--- src/rtl/iss_fetch_queue.sv ---
// iss_fetch_queue
//   Circular-buffer queue that sits between the fetch and issue stages. It has
//   DEPTH slots, and each slot holds {next_pc, instr, brn_pred, curr_pc,
//   next_pred_pc}. DEPTH must be a power of two and at least 2, so the
//   pointers wrap naturally.
//
//   Ports
//     clk, reset_n        single rising-edge clock, asynchronous active-low reset
//     clr                 synchronous flush (redirect); overrides both handshakes
//     in_valid_i/in_ready_o   push handshake; ready is simply ~full
//     next_pc_i, instr_i, curr_pc_i, next_pred_pc_i, brn_pred_i  push payload
//     out_valid_o/out_ready_i pop handshake; valid is simply ~empty
//     next_pc_o, instr_o, curr_pc_o, next_pred_pc_o, brn_pred_o  head payload
//     count_o, full_o, empty_o  occupancy status
module iss_fetch_queue #(
  parameter int XLEN  = 32,
  parameter int DEPTH = 4,
  parameter int CNT_W = $clog2(DEPTH) + 1
) (
  input  logic            clk,
  input  logic            reset_n,
  input  logic            clr,
  input  logic            in_valid_i,
  output logic            in_ready_o,
  input  logic [XLEN-1:0] next_pc_i,
  input  logic [XLEN-1:0] instr_i,
  input  logic [XLEN-1:0] curr_pc_i,
  input  logic [XLEN-1:0] next_pred_pc_i,
  input  logic            brn_pred_i,
  output logic            out_valid_o,
  input  logic            out_ready_i,
  output logic [XLEN-1:0] next_pc_o,
  output logic [XLEN-1:0] instr_o,
  output logic [XLEN-1:0] curr_pc_o,
  output logic [XLEN-1:0] next_pred_pc_o,
  output logic            brn_pred_o,
  output logic [CNT_W-1:0] count_o,
  output logic            full_o,
  output logic            empty_o
);

  localparam int PTR_W = $clog2(DEPTH);
  localparam logic [PTR_W-1:0] PTR_ONE  = PTR_W'(1);
  localparam logic [CNT_W-1:0] CNT_ONE  = CNT_W'(1);
  localparam logic [CNT_W-1:0] CNT_FULL = CNT_W'(DEPTH);

  typedef struct packed {
    logic [XLEN-1:0] next_pc;
    logic [XLEN-1:0] instr;
    logic            brn_pred;
    logic [XLEN-1:0] curr_pc;
    logic [XLEN-1:0] next_pred_pc;
  } entry_t;

  entry_t           slot_q [DEPTH];
  entry_t           wr_entry;
  entry_t           head;
  logic [PTR_W-1:0] wr_ptr;
  logic [PTR_W-1:0] rd_ptr;
  logic [CNT_W-1:0] count;
  logic             full;
  logic             empty;
  logic             push;
  logic             pop;

  // Status and handshakes depend only on registered occupancy. When the queue
  // is full, a same-cycle pop does not open a slot for a push.
  assign full  = (count == CNT_FULL);
  assign empty = (count == '0);
  assign push  = in_valid_i & ~full & ~clr;
  assign pop   = out_ready_i & ~empty & ~clr;

  assign wr_entry = '{next_pc:      next_pc_i,
                      instr:        instr_i,
                      brn_pred:     brn_pred_i,
                      curr_pc:      curr_pc_i,
                      next_pred_pc: next_pred_pc_i};

  // Slot storage. A flush leaves the contents in place; out_valid_o = 0 hides
  // the stale head until the slot is written again.
  always_ff @(posedge clk or negedge reset_n) begin
    if (!reset_n) begin
      for (int i = 0; i < DEPTH; i++) slot_q[i] <= '0;
    end else if (push) begin
      slot_q[wr_ptr] <= wr_entry;
    end
  end

  // Occupancy state: pointers and count.
  always_ff @(posedge clk or negedge reset_n) begin
    if (!reset_n) begin
      wr_ptr <= '0;
      rd_ptr <= '0;
      count  <= '0;
    end else if (clr) begin
      wr_ptr <= '0;
      rd_ptr <= '0;
      count  <= '0;
    end else begin
      if (push) wr_ptr <= wr_ptr + PTR_ONE;
      if (pop)  rd_ptr <= rd_ptr + PTR_ONE;
      case ({push, pop})
        2'b10:   count <= count + CNT_ONE;
        2'b01:   count <= count - CNT_ONE;
        default: count <= count;
      endcase
    end
  end

  assign head           = slot_q[rd_ptr];
  assign next_pc_o      = head.next_pc;
  assign instr_o        = head.instr;
  assign brn_pred_o     = head.brn_pred;
  assign curr_pc_o      = head.curr_pc;
  assign next_pred_pc_o = head.next_pred_pc;

  assign in_ready_o  = ~full;
  assign out_valid_o = ~empty;
  assign full_o      = full;
  assign empty_o     = empty;
  assign count_o     = count;

endmodule

--- config.mk ---
export PLATFORM = sky130hd
export DESIGN_NAME = iss_fetch_queue
export DESIGN_NICKNAME = d
export VERILOG_FILES = /design/src/rtl/iss_fetch_queue.sv
export SDC_FILE = /design/constraint.sdc
export NUM_CORES = 1
export LEC_CHECK = 0
export BUFFER_PORTS_ARGS = -buffer_cell sky130_fd_sc_hd__buf_2
export CORE_MARGIN = 2
export CORE_UTILIZATION = 35
export CTS_CLUSTER_DIAMETER = 80
export DETAILED_ROUTE_END_ITERATION = 10
export SKIP_CTS_REPAIR_TIMING = 1
export SYNTH_ARGS = -nofsm -noshare
export SYNTH_HDL_FRONTEND = slang
export SYNTH_SLANG_ARGS = --single-unit
export TNS_END_PERCENT = 20
--- constraint.sdc ---
create_clock -name clk -period 6.2 [get_ports clk]
set_clock_uncertainty 0.05 [all_clocks]
set_input_delay 0.62 -clock clk [delete_from_list [all_inputs] [get_ports clk]]
set_output_delay 0.62 -clock clk [all_outputs]
set_load 0.005 [all_outputs]
== Word level (Yosys, flattened, before mapping) ==
Cells that the tools add are included.
Storage, ports and cells
  register bits after elaboration: 523
  logic and storage cells: 59
Cells by class
  $add $sub $neg: 4
  order comparisons: 3
  equality and inequality tests: 3
  muxes and demuxes: 12
  bitwise logic cells: 9
  reductions and logical operators: 5
Operators with widths (count)
  516-bit bitwise mux: 1
  129-bit 2-to-1 mux: 3
  129-bit binary-select mux with 2-bit select: 1
  129-bit demux with 2-bit select: 1
  2-bit 2-to-1 mux: 4
  3-bit greater-or-equal comparator (second input constant): 2
  2-bit inverter with 3-bit output: 2
  3-bit one-hot mux with 2 select lines: 1
  2-bit by 1-bit adder with 2-bit output (second input constant): 2
  1-bit AND: 4
  2-bit nonzero test: 2
  3-bit by 1-bit adder with 3-bit output (second input constant): 1
  3-bit equality test (second input constant): 1
  3-bit zero test: 1
  3-bit by 1-bit less-than comparator with 1-bit output (second input constant): 1
  3-bit 2-to-1 mux: 1
  1-bit inverter: 3
  3-bit nonzero test: 1
  3-bit by 1-bit subtractor with 3-bit output (second input constant): 1
  2-bit by 1-bit equality test with 1-bit output (second input constant): 1
  2-bit equality test (second input constant): 1
  1-bit logical AND: 1

== Depth between registers and ports, before layout ==
  word-level depth: 7
  depth in mapped cells: 10
  mapped depth without buffers: 8

== Least setup slack after synthesis ==
Ideal clock, no wire load.
  path type: in2reg
  start point: input in_valid_i
  end point: register count[2], in the netlist count_o[2]
  data arrival time: 2.509 ns
  path slack: 3.558 ns
  stages on the path: 7
  path buffers: 1
  cell sequence: clkbuf_1 > o21ai_0 > and3b_1 > fa_1 > or4b_2 > a21o_1 > a31oi_1
Between the ends
  word-level cells in the longest chain between the ends: 5
RTL lines
  start, declared: RTL line 23  | input logic in_valid_i,
  1-bit AND * (2 in series): RTL line 70  | assign push = in_valid_i & ~full & ~clr;
  2-bit by 1-bit equality test with 1-bit output / 2-bit equality test (equally long branches): RTL line 102  | case ({push, pop})
  3-bit one-hot mux with 2 select lines: RTL line 102
  3-bit 2-to-1 mux: RTL line 95  | end else if (clr) begin
  end signal, assigned: RTL line 103  | 2'b10: count <= count + CNT_ONE;
  end signal, assigned: RTL line 104  | 2'b01: count <= count - CNT_ONE;
  end signal, assigned: RTL line 105  | default: count <= count;
  end, declared: RTL line 60  | logic [CNT_W-1:0] count;
Mark *: on every way between the ends. The rest lies on a longest branch, timed or not.
A chain may end at the register's enable or synchronous reset.

== Worst setup path in the final report ==
  start point: register rd_ptr[0]
  end point: output instr_o[27]
Between the ends
  word-level cells in the longest chain between the ends: 4
RTL lines
  start, declared: RTL line 59  | logic [PTR_W-1:0] rd_ptr;
  start signal, assigned: RTL line 101  | if (pop) rd_ptr <= rd_ptr + PTR_ONE;
  2-bit inverter with 3-bit output (implied by the code): RTL line 110  | assign head = slot_q[rd_ptr];
  129-bit binary-select mux with 2-bit select: RTL line 110
  129-bit 2-to-1 mux (implied by the code) (2 in series): RTL line 110
  end, declared: RTL line 33  | output logic [XLEN-1:0] instr_o,
No other way between the ends. The select of a mux whose other input is x is not followed.

==> out/results.txt <==
WL final -> 51240 µm
Pre-antenna DRT Iters -> 6
outcome -> completed
Die W -> 260.2 µm
met3 Usage GRT -> 3.197%
syn_nets -> 1454
Tightest Pin Transition -> 1.121 ns
Final Net Count -> 1706
gr ovfl total -> 0
area grow syn2layout -> 17.15%
post-layout min period -> 3.867 ns
Yosys warning count -> 0
ANT nets after route -> 0
max cap viols -> 0
H-tree levels -> 2
Max Fclk -> 258.6 MHz
wire length per cell -> 20.73 µm
count leader, synth -> dfrtp_1
RSZ-0062 raised after global routing -> false
Worst path max stage delay -> 1.09 ns
CTS Buf Count -> 57
most used routing layer -> met2
worst reg2reg startpoint -> count_o[1]
placed instance area -> 0.02486 mm²
vias -> 12469
most frequent cells after synthesis -> dfrtp_1 (523), mux2_2 (382), mux4_2 (129)
Total Die Area -> 0.06770 mm²
Main synth FF type -> dfrtp_1
cells along the critical path -> buf_4 -> mux4_2 -> buf_2
largest net degree at the start of global routing -> 165
initial antenna violation count -> 6
Placed Cells -> 2363
WS Path Type -> reg -> out
CP required -> 5.53 ns
Synth top area share -> 56.97%
Final Max Slew Viols -> 0
DRT iter0 DRCs -> 461
Async SR Flop Fraction -> 100.0%
GPL Wtd Cong -> 0.7074
vias in the first global route -> 13779
CP top delay family -> flip-flops
TritonCTS clock tree -> done
synthesized area -> 0.02297 mm²
crit path DAT -> 3.20 ns
Worst R2R End -> slot_q[86]
Worst Hold Class -> in -> async
clk buf depth -> 3
Fill cells -> 5915
CP Launch Type -> flop
worst-skew pair later-pin latency -> 0.60 ns
relative slew slack -> 25.24%
R2R depth -> 6
met1 usage -> 19.50%
Yosys reg bits -> 523
CP endpoint kind -> primary output
final setup violation count -> 0
share of cells above drive strength 1 -> 56.72%
DRC viols -> 0
Synth cell types -> 37
sequential fraction of the synthesis area -> 56.97%
Initial Util -> 35.51%
Via-to-Cell Ratio -> 5.044
Clock Tree Root -> clkbuf_16
first-pass GRT wire length -> 80580 µm
IO buf count -> 269
dpl hpwl -> 30970 µm
CTS sink cnt -> 523
Critical-path top delay cell -> dfrtp_4
Post-synth EDFFs -> 0
Buf+Inv Stages, Crit Path -> 2
leading post-synthesis cells by cell area -> dfrtp_1 (57%), mux2_2 (19%), mux4_2 (13%)
maximum vdd drop -> 0.2270 mV
Clk pin slew, worst setup/hold paths -> 0.06 ns
Core Footprint -> 0.06470 mm²
# rows -> 93
design area -> 0.02691 mm²
die height -> 260.2 µm
Post-Syn Instances -> 1315
final std cells w/o fill -> 2472
total power -> 11.04 mW
P per Cell Area -> 410.2 mW/mm²
largest area contributor in the netlist -> dfrtp_1
All-Layer GR Usage -> 15.30%
leak pwr -> 12.01 nW
Final Hold Fails -> 0
Crit path depth -> 3
syn_area_per_cell -> 17.47 µm²
I/O pin total -> 270
flop-to-flop setup slack -> 2.94 ns
M2 GR Usage -> 26.03%
setup_tns -> 0 ns
crit share post-route -> 62.37%
critical path fanouts, max -> 42
power by group:
| part | switching (mW) | internal, mW |
|---|---|---|
| logic | 0.838 | 1.53 |
| registers | 0.554 | 4.52 |
| clock network | 1.40 | 2.20 |
| total | 2.79 | 8.25 |
final cells by class:
cell class / instances / area (µm²) / share of cell area [%]
Multi-Input combinational cell: 696 / 9160 / 34.04
Clock buffer: 83 / 1747 / 6.490
Inverter: 5 / 18.77 / 0.06974
Clock inverter: 24 / 297.8 / 1.107
Tap cell: 855 / 1070 / 3.975
Antenna cell: 2 / 5.005 / 0.01860
Timing Repair Buffer: 284 / 1519 / 5.644
Sequential cell: 523 / 13100 / 48.66
placed cells by master (no fill, tap or decap), types with 2 or more instances in the layout:
cell type and instances:
clkbuf_8 18, nand3_1 5, buf_12 4, clkinv_2 10, nand2_8 3, clkbuf_1 6
buf_2 268, nor2_1 5, dfrtp_1 521, mux2_1 124, mux2_4 10, inv_6 2
xnor2_1 2, clkinvlp_4 4, bufinv_16 6, mux4_2 129, mux2_2 382, nand2_1 5
dfrtp_4 2, diode_2 2, buf_4 11, o21ai_0 4, inv_1 4, ha_1 4
a21oi_1 3, xor2_1 2, or3_1 2, clkbuf_16 59, a21o_1 2
state kept, by name, summed over array words and instances, names as in the netlist:
signal   cells
rd_ptr       2
count_o      3
slot_q     516
wr_ptr       2
worst max-delay path by stage:
stage,start,slack (ns),to
2_1_floorplan,in_valid_i,3.56,count_o[2]
4_1_cts,rd_ptr[0],2.14,instr_o[27]
6_report,rd_ptr[0],2.33,instr_o[27]
3_5_place_dp,in_valid_i,2.82,slot_q[510]
3_3_place_gp,rd_ptr[0],2.84,instr_o[27]
5_1_grt,rd_ptr[0],2.07,instr_o[27]
kinds of logic after synthesis:
family	synth area share, %
muxes	38.10
DFF	56.97
buffers and inverters	3.339
and+or+nand+nor	0.7462
AOI/OAI and AO/OA	0.3867
adders and majority gates	0.3050
xor gates and xnor gates	0.1525
routing by layer:
layer | share of wire, % | wire length [µm] | vias to the layer above
met3 | 4.5 | 2288 | 92
met1 | 42 | 21730 | 6723
met4 | 2.6 | 1351 | 6
met5 | 0.088 | 45 | -
met2 | 50 | 25830 | 214
li1 | - | - | 5434
metrics by stage:
stage,hold WS [ns],utilization [%],setup WS (ns)
finish,0.03360,41.60,2.333
global route,0.08058,41.60,2.069
CTS,0.02332,41.59,2.143
detailed placement,0.4215,38.43,2.816
global placement,0.4145,38.43,2.836
floorplan,0.2744,-,3.558
worst register-to-register path: stages (launching register included):
cell     delay [ns]
dfrtp_1        0.48
or3b_1         0.51
inv_2          0.12
nor3b_4        0.09
nand2_8        0.47
buf_4          0.90
mux2_2         0.51
Note: power is estimated with default switching activity, not from simulation.
